### config.mk
export PLATFORM = sky130hd
export DESIGN_NAME = bus_invert_tx_stage
export DESIGN_NICKNAME = d
export VERILOG_FILES = /design/src/rtl/bic_pkg.sv /design/src/rtl/bus_invert_popcount.sv /design/src/rtl/bus_invert_tx_stage.sv
export SDC_FILE = /design/constraint.sdc
export NUM_CORES = 1
export LEC_CHECK = 0
export CORE_MARGIN = 4
export CORE_UTILIZATION = 63
export DETAILED_ROUTE_END_ITERATION = 10
export DONT_BUFFER_PORTS = 1
export PLACE_DENSITY = 0.89
export SETUP_SLACK_MARGIN = 0.02
export SLEW_MARGIN = 5
export SYNTH_ARGS = -nofsm -noshare
export SYNTH_HDL_FRONTEND = slang
export SYNTH_SLANG_ARGS = --single-unit
### constraint.sdc
create_clock -name clk -period 4.94 [get_ports clk]
set_input_delay 0.494 -clock clk [delete_from_list [all_inputs] [get_ports clk]]
set_output_delay 0.494 -clock clk [all_outputs]
set_load 0.05 [all_outputs]
### src/rtl/bic_pkg.sv
//------------------------------------------------------------------------------
// Module : bic_pkg
// Brief  : Shared constants, threshold helper and decision type for the
//          bus-invert transmit stage.
// Rev    : 1.0  initial release
//------------------------------------------------------------------------------
`default_nettype none

package bic_pkg;

    localparam int BIC_DEF_WIDTH = 8;

    // Inversion threshold: invert only when more than half the lines would toggle.
    function automatic int bic_threshold(input int width);
        return width / 2;
    endfunction

    typedef struct packed {
        logic                     inv;
        logic [BIC_DEF_WIDTH-1:0] coded;
    } bic_decision_t;

endpackage

`default_nettype wire

### src/rtl/bus_invert_popcount.sv
//------------------------------------------------------------------------------
// Module : bus_invert_popcount
// Brief  : Combinational population count built as a recursive adder tree.
// Rev    : 1.0  initial release
//------------------------------------------------------------------------------
`default_nettype none

module bus_invert_popcount #(
    parameter int WIDTH = 8
) (
    input  logic [WIDTH-1:0]           i_bits,
    output logic [$clog2(WIDTH+1)-1:0] o_count
);

    localparam int c_CNT_W = $clog2(WIDTH + 1);

    generate
        if (WIDTH == 1) begin : g_leaf
            assign o_count = i_bits;
        end else begin : g_node
            localparam int c_LO_W = WIDTH / 2;
            localparam int c_HI_W = WIDTH - c_LO_W;

            logic [$clog2(c_LO_W+1)-1:0] w_lo;
            logic [$clog2(c_HI_W+1)-1:0] w_hi;

            bus_invert_popcount #(.WIDTH(c_LO_W)) u_lo (
                .i_bits  (i_bits[c_LO_W-1:0]),
                .o_count (w_lo)
            );

            bus_invert_popcount #(.WIDTH(c_HI_W)) u_hi (
                .i_bits  (i_bits[WIDTH-1:c_LO_W]),
                .o_count (w_hi)
            );

            assign o_count = c_CNT_W'(w_lo) + c_CNT_W'(w_hi);
        end
    endgenerate

endmodule

`default_nettype wire

### src/rtl/bus_invert_tx_stage.sv
//------------------------------------------------------------------------------
// Module : bus_invert_tx_stage
// Brief  : Registered bus-invert coded transmit stage with valid/ready input.
//          Optional toggle statistics enabled by `TOGGLE_STATS_EN.
// Rev    : 1.0  initial release
//------------------------------------------------------------------------------
`default_nettype none

module bus_invert_tx_stage
    import bic_pkg::*;
#(
    parameter int WIDTH     = BIC_DEF_WIDTH,
    parameter int CNT_WIDTH = 32
) (
    input  logic                 clk,
    input  logic                 rst,
    input  logic [WIDTH-1:0]     in_data,
    input  logic                 in_valid,
    output logic                 in_ready,
    output logic [WIDTH-1:0]     bus_data,
    output logic                 bus_inv,
    output logic                 bus_valid,
    input  logic                 bus_ready,
    input  logic                 stat_clr,
    output logic [CNT_WIDTH-1:0] raw_toggles,
    output logic [CNT_WIDTH-1:0] bus_toggles
);

    localparam int c_PC_W = $clog2(WIDTH + 1);

    typedef struct packed {
        logic             inv;
        logic [WIDTH-1:0] coded;
    } decision_t;

    logic [WIDTH-1:0]  r_bus_data;
    logic              r_bus_inv;
    logic              r_bus_valid;
    logic              w_accept;
    logic [c_PC_W-1:0] w_hd;
    decision_t         w_dec;

    assign in_ready = !r_bus_valid || bus_ready;
    assign w_accept = in_valid && in_ready;

    // Distance is taken against the lines actually driven, not the raw history.
    bus_invert_popcount #(.WIDTH(WIDTH)) u_pc_dec (
        .i_bits  (in_data ^ r_bus_data),
        .o_count (w_hd)
    );

    assign w_dec.inv   = (w_hd > c_PC_W'(bic_threshold(WIDTH)));
    assign w_dec.coded = w_dec.inv ? ~in_data : in_data;

    // Lines hold their last value when idle so the next decision stays valid.
    always_ff @(posedge clk or posedge rst) begin
        if (rst) begin
            r_bus_data  <= '0;
            r_bus_inv   <= 1'b0;
            r_bus_valid <= 1'b0;
        end else if (w_accept) begin
            r_bus_data  <= w_dec.coded;
            r_bus_inv   <= w_dec.inv;
            r_bus_valid <= 1'b1;
        end else if (bus_ready) begin
            r_bus_valid <= 1'b0;
        end
    end

    assign bus_data  = r_bus_data;
    assign bus_inv   = r_bus_inv;
    assign bus_valid = r_bus_valid;

`ifdef TOGGLE_STATS_EN
    logic [WIDTH-1:0]     r_raw_shadow;
    logic [CNT_WIDTH-1:0] r_raw_cnt;
    logic [CNT_WIDTH-1:0] r_bus_cnt;
    logic [c_PC_W-1:0]    w_raw_pc;
    logic [c_PC_W-1:0]    w_bus_pc;
    logic [c_PC_W:0]      w_bus_inc;

    function automatic logic [CNT_WIDTH-1:0] sat_add(
        input logic [CNT_WIDTH-1:0] a,
        input logic [CNT_WIDTH-1:0] b
    );
        logic [CNT_WIDTH:0] s;
        s = {1'b0, a} + {1'b0, b};
        return s[CNT_WIDTH] ? '1 : s[CNT_WIDTH-1:0];
    endfunction

    bus_invert_popcount #(.WIDTH(WIDTH)) u_pc_raw (
        .i_bits  (in_data ^ r_raw_shadow),
        .o_count (w_raw_pc)
    );

    bus_invert_popcount #(.WIDTH(WIDTH)) u_pc_bus (
        .i_bits  (w_dec.coded ^ r_bus_data),
        .o_count (w_bus_pc)
    );

    assign w_bus_inc = {1'b0, w_bus_pc} + (c_PC_W+1)'(w_dec.inv ^ r_bus_inv);

    always_ff @(posedge clk or posedge rst) begin
        if (rst) begin
            r_raw_shadow <= '0;
            r_raw_cnt    <= '0;
            r_bus_cnt    <= '0;
        end else begin
            if (w_accept) begin
                r_raw_shadow <= in_data;
            end
            if (stat_clr) begin
                r_raw_cnt <= '0;
                r_bus_cnt <= '0;
            end else if (w_accept) begin
                r_raw_cnt <= sat_add(r_raw_cnt, CNT_WIDTH'(w_raw_pc));
                r_bus_cnt <= sat_add(r_bus_cnt, CNT_WIDTH'(w_bus_inc));
            end
        end
    end

    assign raw_toggles = r_raw_cnt;
    assign bus_toggles = r_bus_cnt;
`else
    logic w_unused_stat_clr;

    assign w_unused_stat_clr = stat_clr;
    assign raw_toggles       = '0;
    assign bus_toggles       = '0;
`endif

endmodule

`default_nettype wire

==> results.txt, run 1 <==
I/O pins: 88
Pre-antenna DRT Iters: 4
Clock Tree Buf Depth: 2
Min Tclk post-route: 4.173 ns
Setup CP Type: reg2reg
DP HPWL: 1454 um
Crit end category: flop
Worst r2r src: bus_data[0]$_DFFE_PP0P_
Total number of vias: 590
H-tree depth: 1
Filler cells: 183
Fin crit share: 84.48%
Dpl cells: 153
Postcts setup bufs: 0
Hold-fix buffers, CTS: 0
Rows: 15
Outcome: finished clean
CP Data Arrival Time: 4.29 ns
Crit-path cells: xnor2_1 > fa_1 > inv_1 > fa_1 > inv_1 > fa_1 > inv_1 > ha_1 > fa_1 > nor2_1 > o22ai_2 > xnor2_1 > o21ai_1
CP max FO: 9
Total Wirelength: 1648 um
CTS Root Cell: clkbuf_4
Cell area after synthesis: 0.001177 sq mm
Syn avg cell area: 8.988 sq um
Antenna violation net count after detailed routing: 0
Largest cells by area after synthesis: buf_4, dfrtp_1, xnor2_1
Most frequent cells in the layout: conb_1, xnor2_1, dfrtp_1
Final Util: 55.63%
Post-CTS sizing: 0
First-pass GRT wire length: 2373 um
Hold slack: 0.09738 ns
Endpoint of the most critical setup path: bus_data[3]$_DFFE_PP0P_
Clk_skew: 0.005263 ns
Synth Register Bits: 10
Crit start category: flop
Worst Tran Pin Value: 0.5930 ns
Critical R2R Capture: bus_data[3]$_DFFE_PP0P_
Width of the die: 51.23 um
Starting density of the core: 67.46%
Worst setup path startpoint: bus_data[0]$_DFFE_PP0P_
Die area: 0.002625 sq mm
Biggest cell delay along the critical path: 0.67 ns
Yosys warns: 0
Vias per cell: 3.782
Area Overhead vs Synth: -17.53%
Critical path required time: 5.06 ns
Cell mode on critical path: fa_1
Fin cells: 156
Max-cap violations: 0
Drt wl/cell: 10.56 um
CTS clock-pin slew for the worst setup and hold paths: 0.06 ns
Synth top area share: 40.81%
Fraction of layout cells with a size suffix above 1: 6.107%
Global route overflow: 0
Synth cell types: 19
Core box area: 0.001745 sq mm
Worst skew pair latency: 0.26 ns
Pin count of the biggest net entering global routing: 18
Final-report hold violation count: 0
Min-Delay Path Class: in2async
Die height: 51.23 um
Unrepaired setup endpoints after global routing: no
Post-synth top area cell: buf_4
Routability congestion estimate: 0.7845
TNS Setup: 0 ns
Gate count of the mapped netlist: 131
1st-iter DRT viols: 6
Worst Reg-to-Reg Cells: 13
CTS tree: built
Commonest non-fill, non-tap cell in the layout: conb_1
Fmax: 0.2396 GHz
Fin. max-slew vios: 0
All-Layer GR Usage: 12.30%
Reg2reg setup slack: 0.77 ns
Final setup vio count: 0
Antenna violations before repair: 0
TritonCTS Buffers: 3
DRC: 0
Slew margin rel.: 60.46%
Port Buffers: 0
Vias in the first global route: 536
Nets@finish: 153
Diodes inserted: 0
Crit-path slowest cell: dfrtp_1
Sink Count: 10
Post-synthesis sequential area ratio: 21.25%
## cell type report
class | count | area (sq um) | area share, %
flip-flops and latches | 10 | 250.2 | 25.77
multi-input cells | 111 | 640.6 | 65.98
well taps | 25 | 31.28 | 3.222
clock buffers | 3 | 22.52 | 2.320
inverters | 7 | 26.28 | 2.706
## worst max-delay path, delay by kind of cell (launching register included)
family / cells / cell delay (ns)
adders and majority gates: 5 / 2.26
DFF: 1 / 0.67
and+or+nand+nor: 1 / 0.05
AOI/OAI and AO/OA: 2 / 0.54
buffers and inverters: 3 / 0.14
xor gates and xnor gates: 2 / 0.37
## stage by stage
step,area [sq um],worst slack (ns)
2_1_floorplan,1414,1.119
3_3_place_gp,948.4,0.8127
3_5_place_dp,948.4,0.7407
4_1_cts,970.9,0.7245
5_1_grt,970.9,0.5837
6_report,970.9,0.7667
## how the worst min path moves through the flow
stage	slack, ns	cells after the start	end
after floorplan	0.33	1	bus_data[0]$_DFFE_PP0P_
after global placement	0.38	1	bus_valid$_DFFE_PP0P_
after detailed placement	0.39	1	bus_data[6]$_DFFE_PP0P_
after CTS	0.11	1	bus_data[6]$_DFFE_PP0P_
after global routing	0.13	1	bus_data[6]$_DFFE_PP0P_
final	0.1	1	bus_data[6]$_DFFE_PP0P_
## metal layers
layer / track usage (%) / wire length [um] / up-vias
met3: 4.665 / 269 / 2
met1: 12.27 / 443 / 272
li1: - / - / 271
met5: 0 / 0 / -
met4: 5.240 / 17 / 0
met2: 22.53 / 918 / 45
## Yosys cell counts
master and number:
buf_6 1, dfrtp_1 10, nand2b_1 1, mux2_2 1, nand2_1 9, conb_1 1, nor2_1 1, fa_1 4
ha_1 3, o22ai_2 1, inv_1 7, buf_4 64, a21oi_1 1, o21ai_2 2, xnor2_1 14, xor2_1 3
o21ai_1 6, nand2b_4 1, buf_2 1
## flip-flops by register name, summed over array words and instances (netlist names)
| signal | flops |
|---|---|
| bus_valid | 1 |
| bus_inv | 1 |
| bus_data | 8 |
## cells by family (layout without fill, tap and decap cells)
kind of cell	count (synthesis)	after routing	synth area share, %
other cells	1	64	0.3185
xor+xnor	17	17	12.65
fa+ha+maj	7	7	9.990
buf+inv	73	10	44.42
compound gates	10	10	5.526
simple gates	12	12	4.888
flops	10	10	21.25
mux	1	1	0.9564
Power of run 1 is left out: the tool's default activity adds up to more than one toggle a clock period on the data nets, which glitch-free logic cannot reach.
==> inputs of run 2 (changes only) <==
Clock period 4.94 ns to 4.2 ns, I/O delays scaled along.
==> run 2 against run 1 <==
Against the previous run: critical path depth unchanged; die area did not move; clock skew decreased by 0.0012 ns; global-route usage increased by 1.1 points; critical endpoint unchanged.
==> results.txt, run 2 (same netlist as run 1, synthesis figures left out) <==
Fraction of layout cells with a size suffix above 1: 8.209%
Crit end category: flop
TNS Setup: 0 ns
Post-CTS sizing: 0
Area Overhead vs Synth: -15.62%
Core box area: 0.001745 sq mm
Antenna violation net count after detailed routing: 0
Clock Tree Buf Depth: 2
Pre-antenna DRT Iters: 3
Min-Delay Path Class: in2async
Commonest non-fill, non-tap cell in the layout: conb_1
CP bufs+invs: 3
DP HPWL: 1520 um
CP max FO: 9
DRC: 0
Biggest cell delay along the critical path: 0.54 ns
Routability congestion estimate: 0.7735
Rows: 15
Vias per cell: 3.767
Setup CP Type: reg2reg
Slew margin rel.: 61.35%
Cell mode on critical path: fa_1
CP delay by family, top: adder cells
Starting density of the core: 67.46%
Sink Count: 10
All-Layer GR Usage: 13.37%
Critical path required time: 4.32 ns
Worst Tran Pin Value: 0.5797 ns
Outcome: finished clean
Width of the die: 51.23 um
I/O pins: 88
Max-cap violations: 0
Final-report hold violation count: 0
Diodes inserted: 0
Vias in the first global route: 591
CTS tree: built
First-pass GRT wire length: 2587 um
Clk_skew: 0.004049 ns
Final setup vio count: 0
Fin crit share: 91.30%
Hold slack: 0.02952 ns
Fmax: 0.2608 GHz
Unrepaired setup endpoints after global routing: no
Port Buffers: 0
H-tree depth: 1
Filler cells: 172
Worst skew pair latency: 0.26 ns
Postcts setup bufs: 0
Pin count of the biggest net entering global routing: 18
Worst slack, placed: 0.3303 ns
Die height: 51.23 um
Die area: 0.002625 sq mm
Largest register FFs: 8
CTS clock-pin slew for the worst setup and hold paths: 0.07 ns
1st-iter DRT viols: 4
CTS Root Cell: clkbuf_4
Fin worst setup slack: 0.3652 ns
TritonCTS Buffers: 3
Crit-path cells: xnor2_1 > fa_1 > inv_1 > fa_1 > inv_1 > fa_1 > inv_1 > ha_1 > fa_1 > nor2_1 > o22ai_2 > xnor2_1 > o21ai_1
CP Data Arrival Time: 3.96 ns
Total number of vias: 599
Crit start category: flop
Antenna violations before repair: 0
Min Tclk post-route: 3.835 ns
Crit-path slowest cell: fa_1
Most frequent cells in the layout: conb_1, xnor2_1, dfrtp_1
Hold-fix buffers, CTS: 0
Drt wl/cell: 10.96 um
Fin. max-slew vios: 0
Nets@finish: 156
Global route overflow: 0
Total Wirelength: 1742 um
==> run 2: cell types whose count changed in the layout (fill, tap and decap cells not counted) <==
cell,before,now
buf_4,0,3
==> run 2: path summary, 6_finish.rpt <==
path | depth (start not counted) | start | to | slack, ns
setup / recovery | 13 | bus_data[0]$_DFFE_PP0P_ | bus_data[3]$_DFFE_PP0P_ | 0.37
hold / removal | 1 | rst | bus_data[2]$_DFFE_PP0P_ | 0.03
setup reg to reg | 13 | bus_data[0]$_DFFE_PP0P_ | bus_data[3]$_DFFE_PP0P_ | 0.37
hold reg to reg | 3 | bus_data[1]$_DFFE_PP0P_ | bus_data[1]$_DFFE_PP0P_ | 0.74
max in group asynchronous | 1 | rst | bus_data[7]$_DFFE_PP0P_ | 3.88
min in group clk | 1 | in_valid | bus_valid$_DFFE_PP0P_ | 0.26
==> run 2: cell type report <==
class	instances	area [sq um]	area share [%]
repair buffers	3	22.52	2.267
flip-flops and latches	10	250.2	25.19
inverters	7	26.28	2.645
clock buffers	3	22.52	2.267
well taps	25	31.28	3.149
multi-input cells	111	640.6	64.48
==> run 2: layer usage <==
| metal | GRT usage, % | part of all wire (%) | vias to the layer above |
|---|---|---|---|
| li1 | - | - | 277 |
| met1 | 11.98 | 28 | 278 |
| met2 | 27.04 | 57 | 42 |
| met3 | 4.082 | 14 | 2 |
| met4 | 5.240 | 0.98 | 0 |
| met5 | 0 | 0 | - |
==> run 2: through the flow <==
step	cell area [sq um]	utilization [%]	cells
3_5_place_dp	970.9	55.63	156
3_3_place_gp	970.9	55.63	156
5_1_grt	993.5	56.92	159
4_1_cts	993.5	56.92	159
2_1_floorplan	1414	-	194
6_report	993.5	56.92	159
Power of run 2 is left out for the same reason.
==> inputs of run 3 (changes only) <==
--- a/config.mk
+++ b/config.mk
@@ -8,6 +8,7 @@
 export CORE_MARGIN = 4
-export CORE_UTILIZATION = 63
+export CORE_UTILIZATION = 55
 export DETAILED_ROUTE_END_ITERATION = 10
 export DONT_BUFFER_PORTS = 1
-export PLACE_DENSITY = 0.89
+export HOLD_SLACK_MARGIN = 0.15
+export PLACE_DENSITY = 0.8
 export SETUP_SLACK_MARGIN = 0.02
==> constraint.sdc (replaced) <==
create_clock -name clk -period 4.2 [get_ports clk]
set_input_delay 0.63 -clock clk [delete_from_list [all_inputs] [get_ports clk]]
set_output_delay 0.63 -clock clk [all_outputs]
set_load 0.05 [all_outputs]
==> run 3 against run 2 <==
Against the previous run: count of clock-buffer cells in the layout unchanged; maximum frequency down 0.50%; register-to-register slack worse by 0.02 ns; cell count up 1.3%; routed wire length down 11%; sequential share of layout area down 0.063 points; highest routed layer unchanged.
==> results.txt, run 3 (same netlist as run 1, synthesis figures left out) <==
Outcome: finished clean
Max-cap violations: 0
Total number of vias: 587
Pre-antenna DRT Iters: 4
Biggest cell delay along the critical path: 0.53 ns
Fin. max-slew vios: 0
DRC: 0
GR met1 Demand/Resource: 10.05%
Die area: 0.002945 sq mm
Vias in the first global route: 520
Min-Delay Path Class: in2async
Hold-fix buffers, CTS: 0
Area Overhead vs Synth: -15.41%
Crit start category: flop
CTS tree: built
Global route overflow: 0
Routability congestion estimate: 0.7492
Fin cells: 161
Clk_skew: 0.003258 ns
Critical path required time: 4.32 ns
Total Wirelength: 1544 um
Starting density of the core: 58.81%
Area after DPL: 973.4 sq um
Cell mode on critical path: fa_1
All-Layer GR Usage: 9.628%
CP Data Arrival Time: 3.98 ns
Fraction of layout cells with a size suffix above 1: 8.209%
Antenna violation net count after detailed routing: 0
CTS Root Cell: clkbuf_4
DP HPWL: 1428 um
Min Tclk post-route: 3.854 ns
Design area: 996.0 sq um
Worst Tran Pin Value: 0.5906 ns
1st-iter DRT viols: 5
CP max FO: 9
CP delay by family, top: adder cells
Nets@finish: 156
Rows: 16
Antenna violations before repair: 0
Commonest non-fill, non-tap cell in the layout: conb_1
Final setup vio count: 0
Unrepaired setup endpoints after global routing: no
Largest register FFs: 8
Sink Count: 10
Postcts setup bufs: 0
Drt wl/cell: 9.590 um
Busiest grt layer: met2
Most frequent cells in the layout: conb_1, xnor2_1, dfrtp_1
Clock Tree Buf Depth: 2
Diodes inserted: 0
Post-CTS sizing: 0
CTS clock-pin slew for the worst setup and hold paths: 0.06 ns
H-tree depth: 1
Core box area: 0.002002 sq mm
Crit-path slowest cell: fa_1
Vias per cell: 3.646
Worst skew pair latency: 0.25 ns
Fin worst setup slack: 0.3459 ns
Slew margin rel.: 60.63%
Width of the die: 54.27 um
Port Buffers: 0
Sequential Area: 250.2 sq um
Final-report hold violation count: 0
TNS Setup: 0 ns
M2 GR Usage: 17.93%
Die height: 54.27 um
TritonCTS Buffers: 3
Worst slack, placed: 0.07817 ns
Setup CP Type: reg2reg
Routing usage on met3: 2.725%
Footprint of the multi-input gates: 640.6 sq um
First-pass GRT wire length: 2070 um
Fmax: 0.2595 GHz
Dpl cells: 158
Crit-path cells: xnor2_1 > fa_1 > inv_1 > fa_1 > inv_1 > fa_1 > inv_1 > ha_1 > fa_1 > nor2_1 > o22ai_2 > xnor2_1 > o21ai_2
CP bufs+invs: 3
Fin crit share: 91.77%
Crit end category: flop
Pin count of the biggest net entering global routing: 18
Filler cells: 197
I/O pins: 88
run 3: cell counts in the layout (fill, tap and decap cells not counted):
Identical to the previous run, type by type.
run 3: worst paths after layout:
kind / slack [ns] / to / from / depth (start not counted)
setup / recovery: 0.35 / bus_data[7]$_DFFE_PP0P_ / bus_data[0]$_DFFE_PP0P_ / 13
hold / removal: 0.23 / bus_inv$_DFFE_PP0P_ / rst / 1
setup reg to reg: 0.35 / bus_data[7]$_DFFE_PP0P_ / bus_data[0]$_DFFE_PP0P_ / 13
hold reg to reg: 0.75 / bus_data[3]$_DFFE_PP0P_ / bus_data[3]$_DFFE_PP0P_ / 3
max in group asynchronous: 3.70 / bus_data[7]$_DFFE_PP0P_ / rst / 1
min in group clk: 0.49 / bus_valid$_DFFE_PP0P_ / in_valid / 1
run 3: worst reg2reg max path, cell delays in order (launching register included):
cell and delay (ns):
dfrtp_1 0.39, xnor2_1 0.15, fa_1 0.53, inv_1 0.05, fa_1 0.49, inv_1 0.06, fa_1 0.53, inv_1 0.04
ha_1 0.21, fa_1 0.49, nor2_1 0.05, o22ai_2 0.46, xnor2_1 0.21, o21ai_2 0.06
run 3: per-stage QoR:
| step | utilization, % | hold slack, ns |
|---|---|---|
| after global routing | 49.75 | 0.2407 |
| after CTS | 49.75 | 0.2317 |
| after floorplan | - | 0.4702 |
| after global placement | 48.63 | 0.5076 |
| after detailed placement | 48.63 | 0.5118 |
| final | 49.75 | 0.2314 |
run 3: final cells by class:
class / count / area share (%)
Sequential cell: 10 / 25.13
Timing Repair Buffer: 3 / 2.261
Clock buffer: 3 / 2.261
Inverter: 7 / 2.638
Multi-Input combinational cell: 111 / 64.32
Tap cell: 27 / 3.392
run 3: routing by layer:
metal	up-vias	share of wire, %
li1	279	-
met1	259	29
met2	47	55
met3	2	15
met4	0	0.52
met5	-	0
Power of run 3 is left out for the same reason.
